## src/rtl/msk_rnd_prng.sv

```systemverilog
// Seedable 64-bit Fibonacci LFSR that feeds fresh random bits to masked gadgets.
// After every seed load a fixed number of stepping cycles is discarded before output.
module msk_rnd_prng #(
  parameter int unsigned d        = 2,
  parameter int unsigned N_RND    = 1,
  parameter int unsigned N_WARMUP = 64
) (
  input  logic             clk,
  input  logic             rst,
  input  logic [63:0]      seed,
  input  logic             seed_valid,
  output logic             seed_ready,
  input  logic             en,
  output logic [N_RND-1:0] rnd,
  output logic             rnd_valid
);

  typedef enum logic [1:0] {StUnseeded, StWarmup, StRun} state_e;

  localparam logic [9:0] WarmupLast = 10'(N_WARMUP - 1);

  // Share count is informational; keep it referenced so it is not flagged as unused.
  logic unused_d;
  assign unused_d = ^d;

  state_e             state_q, state_d;
  logic [63:0]        s_q, s_d;
  logic [9:0]         cnt_q, cnt_d;
  logic [N_RND-1:0]   rnd_q, rnd_d;
  logic               rnd_valid_q, rnd_valid_d;
  logic [63:0]        s_step;
  logic [N_RND-1:0]   step_bits;
  logic               seed_fire;

  assign seed_ready = ~rst;
  assign seed_fire  = seed_valid & seed_ready;
  assign rnd        = rnd_q;
  assign rnd_valid  = rnd_valid_q;

  // N_RND chained LFSR steps; bit i is the feedback of step i.
  always_comb begin
    s_step    = s_q;
    step_bits = '0;
    for (int i = 0; i < N_RND; i++) begin
      step_bits[i] = s_step[63] ^ s_step[62] ^ s_step[60] ^ s_step[59];
      s_step       = {s_step[62:0], step_bits[i]};
    end
  end

  always_comb begin
    state_d     = state_q;
    s_d         = s_q;
    cnt_d       = cnt_q;
    rnd_d       = rnd_q;
    rnd_valid_d = 1'b0;
    if (seed_fire) begin
      // A new seed overrides any step in the same cycle.
      state_d = StWarmup;
      s_d     = (seed == 64'h0) ? 64'h1 : seed;
      cnt_d   = '0;
      rnd_d   = '0;
    end else begin
      unique case (state_q)
        StUnseeded: ;
        StWarmup: begin
          s_d   = s_step;
          cnt_d = cnt_q + 10'd1;
          if (cnt_q == WarmupLast) state_d = StRun;
        end
        StRun: begin
          if (en) begin
            s_d         = s_step;
            rnd_d       = step_bits;
            rnd_valid_d = 1'b1;
          end
        end
        default: state_d = StUnseeded;
      endcase
    end
  end

  always_ff @(posedge clk or posedge rst) begin
    if (rst) begin
      state_q     <= StUnseeded;
      s_q         <= 64'h1;
      cnt_q       <= '0;
      rnd_q       <= '0;
      rnd_valid_q <= 1'b0;
    end else begin
      state_q     <= state_d;
      s_q         <= s_d;
      cnt_q       <= cnt_d;
      rnd_q       <= rnd_d;
      rnd_valid_q <= rnd_valid_d;
    end
  end

endmodule

```

## config.mk

```make
export PLATFORM = sky130hd
export DESIGN_NAME = msk_rnd_prng
export DESIGN_NICKNAME = d
export VERILOG_FILES = /design/src/rtl/msk_rnd_prng.sv
export SDC_FILE = /design/constraint.sdc
export NUM_CORES = 1
export LEC_CHECK = 0
export CORE_ASPECT_RATIO = 1.4
export CORE_MARGIN = 3
export CORE_UTILIZATION = 37
export CTS_CLUSTER_SIZE = 20
export DETAILED_ROUTE_END_ITERATION = 10
export HOLD_SLACK_MARGIN = 0.08
export PLACE_DENSITY = 0.66
export SLEW_MARGIN = 20
export SYNTH_ARGS = -nofsm -noshare
export SYNTH_HDL_FRONTEND = slang
export SYNTH_SLANG_ARGS = --single-unit
```

## constraint.sdc

```tcl
create_clock -name clk -period 2.73 [get_ports clk]
set_clock_uncertainty 0.2 [all_clocks]
set_input_delay 0.4095 -clock clk [delete_from_list [all_inputs] [get_ports clk]]
set_output_delay 0.4095 -clock clk [all_outputs]
set_load 0.05 [all_outputs]
```

==> impl_results.md, run 1 <==
* Area grow syn2layout at 32.51%
* Worst-Skew Late Latency at ~330 ps
* Die W at about 90 um
* Top-area cell type share of the netlist area at 0.5226
* Core Area at approximately 9600 sq um
* Worst path cell trace: clkdlybuf4s50_1 -> nor4_1 -> nand4_1 -> or4_1 -> a211oi_2
* WL/cell at ~14 um
* Yosys reg bits at ~80
* DIE HEIGHT at between 100 and 150 um
* Crit-path max cell delay at around 550 ps
* Total wire length at just over 9000 um
* MaxCap Viol Count at 0
* DP HPWL at approximately 6400 um
* Hold Vio Cnt, Final at 0
* Worst slew pin tran at 513.7 ps
* Overflow after GRT at 0
* Layout cell share with drive strength beyond 1 at 0.06299
* Post-synth EDFFs at 0
* Hold Path Sink: s_q[1]
* Vias per Instance at 5.150
* Asr flop ratio synth at 1.000
* IO Port Bufs at 70
* Max clock buf depth at 2
* Final WS setup at 559.4 ps
* Peak VDD IR at about 0.3 mV
* Final cycle utilization of the critical path at 0.7951
* Max-slew violations at 0
* Area contributors post-synth: dfrtp_1, nand2_1, a31oi_1
* Initial antenna violation count at 0
* Drt initial violations at 226
* Worst hold start: s_q[0]
* R2r setup slk at 910 ps
* Die Area at 11,220 sq um
* Crit-path max FO at 2
* Setup Crit Path Kind: in -> reg
* Hold buffers post-CTS at 0
* Worst R2R End: s_q[28]
* CTS Buf Count at 9
* Setup TNS at 0 ps
* Seq/Total Area, Yosys at 0.5297
* Tmin final at ~2200 ps
* Initial Utilization at 0.3855
* Critical Path Source Type: input pin
* CTS HTree Levels at 3
* Post-synth top flop: dfrtp_1
* Syn nets at roughly 510
* Gr usage total at 0.1728
* IO Pins at between 70 and 80
* Largest net degree at the start of global routing at between 70 and 80
* Final Net Count at 572
* Top post-synthesis cells by count: nand2_1, dfrtp_1, nor2_1
* Distinct cells, synth at 29
* Routability cong. at between 0.7 and 0.8
* Clock transition at path regs at roughly 60 ps
* R2R Path Start: state_q[1]
* Vias in the first global route at between 3k and 4k
* Critical Path End Type: flip-flop
* Final ANT Viol Nets at 0
* Final setup fails at 0
* CTS tree: built
* Post-place setup slack at roughly 190 ps
* Reg2reg path depth at 5
* Worst Path Required at about 2800 ps
* Cell Area, Synth at 3687 sq um
* Worst Path Arrival at between 2000 and 2500 ps
* Sink Count at 78
* Status: completed
* FP Rows at 42
* Cell taking the most area after synthesis: dfrtp_1
* Antenna cells at 0
* Post-Syn Instances at ~440
* Root Buffer: clkbuf_16
* F_max at between 400 and 500 MHz
* DRC viols at 0
* Cell with the most instances after synthesis: nand2_1
* Worst min-delay path category: reg -> reg
* Drt first pass iters at 5
* Vias at 3,296
* Number of fill cells at about 900
* Mean Syn Cell Area at roughly 8.3 sq um
* CP max-delay cell: or4_1
* Leakage at 2.129 nW
* Pwr per Cell Area at between 600 and 700 nW/um^2
* Synth Warn # at 0
* RSZ-0062 raised after global routing: false
* Cts repair resizes at 0
* Hold-critical path depth at 2
* First-pass GRT wire length at ~15,000 um
* Slew margin rel. at 0.6544
* Number of setup buffers added after CTS at 0
[sequential cells by signal (all words and copies together) (netlist names)]
name / cells
rnd: 1
cnt_q: 10
rnd_valid: 1
state_q: 2
s_q: 64
[worst max-delay path: cells and delay by family]
family / cells / cell delay (ps)
AOI/OAI and AO/OA: 1 / 200
and+or+nand+nor: 3 / 1170
buffers and inverters: 1 / 430
[where the power goes]
| part | leakage [nW] | switching (W) | internal [W] | total (W) |
|---|---|---|---|---|
| Sequential | 0.972 | 0.000104 | 0.00132 | 0.00143 |
| Clock | 0.137 | 0.000452 | 0.000706 | 0.00116 |
| Combinational | 1.02 | 0.000209 | 0.000224 | 0.000433 |
[cells in the final DEF (no fill, tap or decap), types with 6 or more instances in the layout]
| cell | instances |
|---|---|
| a31oi_1 | 63 |
| buf_12 | 6 |
| nor2_1 | 76 |
| nor4_1 | 17 |
| dfrtp_1 | 77 |
| clkdlybuf4s50_1 | 69 |
| buf_4 | 6 |
| clkbuf_16 | 9 |
| nand2_1 | 134 |
| xnor2_1 | 7 |
| nand4_1 | 6 |
[layer usage]
layer	GRT usage	wire length, um
met5	0	0
met4	0.07184	161
met3	0.03807	444
met2	0.2833	4433
met1	0.2232	4066
[metrics by stage]
| stage | cells | util | power, W | instance area (sq um) | hold WS [ps] |
|---|---|---|---|---|---|
| global route | 640 | 0.5109 | 0.003170 | 4886 | 361.4 |
| global placement | 624 | 0.4812 | 0.001862 | 4602 | 318.2 |
| floorplan | 442 | - | 0.001671 | 3691 | 301.6 |
| finish | 640 | 0.5109 | 0.003017 | 4886 | 327.6 |
| CTS | 640 | 0.5109 | 0.003051 | 4886 | 337.2 |
| detailed placement | 624 | 0.4812 | 0.001882 | 4602 | 321.8 |
[cell families after synthesis]
group | synth area share
compound gates | 0.1144
xor+xnor | 0.02850
fa+ha+maj | 0.003393
buf+inv | 0.03699
flops | 0.5297
mux | 0.002715
simple gates | 0.2844
[worst max path at each step]
stage	start	to	slack, ps	cells past startpoint
global placement	seed[43]	s_q[0]	240	5
detailed placement	seed[33]	s_q[0]	190	5
global route	seed[39]	s_q[0]	470	5
finish	seed[39]	s_q[0]	560	5
floorplan	rst	seed_ready	580	1
CTS	seed[33]	s_q[0]	550	5
[final cells by class]
type                            instances  area, sq um  area share
Clock inverter                          4        47.55    0.009731
Multi-Input combinational cell        332         1620      0.3316
Clock buffer                           12        236.5     0.04840
Inverter                                1        7.507    0.001536
Sequential cell                        78         1953      0.3997
Timing Repair Buffer                   81        855.8      0.1752
Tap cell                              132        165.2     0.03380
Note: power is estimated with default switching activity, not from simulation.
==> run 2, diff against run 1 <==
--- a/config.mk
+++ b/config.mk
@@ -11,7 +11,7 @@
 export CTS_CLUSTER_SIZE = 20
 export DETAILED_ROUTE_END_ITERATION = 10
 export HOLD_SLACK_MARGIN = 0.08
-export PLACE_DENSITY = 0.66
+export PLACE_DENSITY = 0.63
 export SLEW_MARGIN = 20
 export SYNTH_ARGS = -nofsm -noshare
 export SYNTH_HDL_FRONTEND = slang
==> constraint.sdc (replaced) <==
create_clock -name clk -period 2.07 [get_ports clk]
set_clock_uncertainty 0.2 [all_clocks]
set_input_delay 0.3105 -clock clk [delete_from_list [all_inputs] [get_ports clk]]
set_output_delay 0.3105 -clock clk [all_outputs]
set_load 0.05 [all_outputs]
==> run 2 against run 1 <==
Against the previous run: die area stayed put; routed wire length rose by 2.5%; final area rose by 6.9%; register-to-register slack got worse by 600 ps; count of clock-buffer cells in the layout rose by 2; critical path depth shrank 4; critical endpoint is now rnd; largest cell class unchanged; largest power group unchanged.
==> impl_results.md, run 2 (synthesized netlist as in run 1, its figures left out) <==
* Cts repair resizes at 0
* Hold Path Sink: s_q[48]
* WHS at between 90 and 100 ps
* CTS HTree Levels at 3
* Hold-critical path depth at 3
* Slew margin rel. at 0.6735
* Total wire length at a little over 9000 um
* Final Net Count at ~590
* Pwr per Cell Area at 826.6 nW/um^2
* RSZ-0062 raised after global routing: false
* Final setup fails at 0
* Core Area at between 9000 and 10,000 sq um
* R2r setup slk at just over 300 ps
* Overflow after GRT at 0
* Top reg by flops: s_q
* Worst slew pin tran at a little under 500 ps
* DP HPWL at about 6500 um
* DRC viols at 0
* Vias in the first global route at ~3.3k
* First-pass GRT wire length at around 16,000 um
* MaxCap Viol Count at 0
* Dpl cell area at around 4800 sq um
* Worst-Skew Late Latency at 340 ps
* Most common cell after layout, fill and taps aside: nand2_1
* IO Pins at 71
* Final instance area at between 5000 and 6000 sq um
* Vias at around 3.4k
* Root Buffer: clkbuf_16
* Worst hold start: seed[48]
* Drt initial violations at ~250
* Routability cong. at between 0.8 and 0.9
* DIE HEIGHT at roughly 120 um
* Worst Path Arrival at approximately 1500 ps
* CTS tree: built
* Initial antenna violation count at 0
* Layout cell share with drive strength beyond 1 at 0.1195
* Number of setup buffers added after CTS at 0
* Worst path cell trace: clkdlybuf4s50_1
* Worst R2R End: s_q[43]
* Largest net degree at the start of global routing at slightly below 80
* Area grow syn2layout at 41.60%
* Peak VDD IR at ~0.44 mV
* Antenna cells at 0
* Sink Count at 78
* WL/cell at 14.16 um
* Tmin final at approximately 2000 ps
* Reg2reg path depth at 5
* Hold buffers post-CTS at 0
* Setup Crit Path Kind: reg -> out
* Top flop regs: s_q x64, cnt_q x10, state_q x2
* Top delay family on crit path: buffers and inverters
* Number of fill cells at a little under 900
* Die Area at roughly 11,000 sq um
* Gr usage total at 0.1749
* Worst Path Required at between 1500 and 2000 ps
* Critical Path Source Type: flip-flop
* Status: completed
* Initial Utilization at 0.3855
* Critical Path End Type: output pin
* Clock transition at path regs at ~60 ps
* Vias per Instance at 5.108
* Crit-path max cell delay at roughly 800 ps
* Crit-path max FO at 2
* IO Port Bufs at 70
* FP Rows at 42
* Worst min-delay path category: in -> reg
* Leakage at 2.344 nW
* Buf+Inv Stages, Crit Path at 1
* Max reg flops at 64
* Hold Vio Cnt, Final at 0
* Max-slew violations at 0
* Final ANT Viol Nets at 0
* R2R Path Start: state_q[1]
* Max clock buf depth at 2
* CP max-delay cell: clkdlybuf4s50_1
* CTS Buf Count at 9
* Drt first pass iters at 4
* Final cycle utilization of the critical path at 0.9619
* Die W at approximately 90 um
* F_max at ~500 MHz
* Commonest cells after routing, fill and taps aside: nand2_1, dfrtp_1, nor2_1
-- run 2: cell types whose count changed in the layout (fill, tap and decap cells not counted), moves of 2 or more --
| cell | previous run | this run |
|---|---|---|
| buf_4 | 6 | 23 |
| nor4_1 | 17 | 9 |
| clkdlybuf4s50_1 | 69 | 62 |
| dlymetal6s2s_1 | 0 | 7 |
| clkbuf_8 | 0 | 5 |
| nor4_2 | 1 | 6 |
| clkbuf_1 | 3 | 0 |
| nor4_4 | 0 | 3 |
| buf_12 | 6 | 8 |
| clkinv_2 | 2 | 0 |
-- run 2: layout make-up --
class / instances / area, sq um / area share
clock buffer: 14 / 294.0 / 0.05631
clock inverter: 2 / 60.06 / 0.01150
inverter: 1 / 7.507 / 0.001438
multi-input combinational: 332 / 1700 / 0.3257
sequential: 78 / 1953 / 0.3741
tap: 132 / 165.2 / 0.03163
timing repair buffer: 100 / 1041 / 0.1994
-- run 2: where the power goes --
group          leakage, nW  internal (W)  switching (W)
Combinational         1.20      0.000321       0.000292
Clock                0.175       0.00122       0.000598
Sequential           0.972       0.00174       0.000140
-- run 2: worst min-delay path, stage by stage --
cell and delay (ps):
dlymetal6s2s_1 140, nand2_1 60, a31oi_1 70
-- run 2: metrics by stage --
stage | total power (W) | setup WS (ps) | utilization | TNS, ps | instances
after floorplan | 0.002204 | 115.2 | - | 0 | 442
after global placement | 0.002489 | -352.9 | 0.4987 | -352.9 | 643
after detailed placement | 0.002513 | -342.8 | 0.4987 | -342.8 | 643
after CTS | 0.004354 | 11.42 | 0.5357 | 0 | 659
after global routing | 0.004498 | 0.8260 | 0.5459 | 0 | 659
final | 0.004316 | 78.78 | 0.5459 | 0 | 659
-- run 2: per-layer routing --
metal | track usage | routed length, um | vias up
met3 | 0.02961 | 389 | 13
met2 | 0.2983 | 4765 | 76
met4 | 0.09100 | 216 | 0
li1 | - | - | 1661
met5 | 0 | 0 | -
met1 | 0.2143 | 3962 | 1616
-- run 2: how the worst max path moves through the flow --
stage | startpoint | end | slack [ps] | cells after the start
after floorplan | rst | seed_ready | 120 | 1
after global placement | seed[7] | s_q[0] | -350 | 6
after detailed placement | seed[7] | s_q[0] | -340 | 6
after CTS | seed[7] | s_q[0] | 10 | 6
after global routing | seed[25] | s_q[0] | 0.8 | 5
final | rnd | rnd | 80 | 1
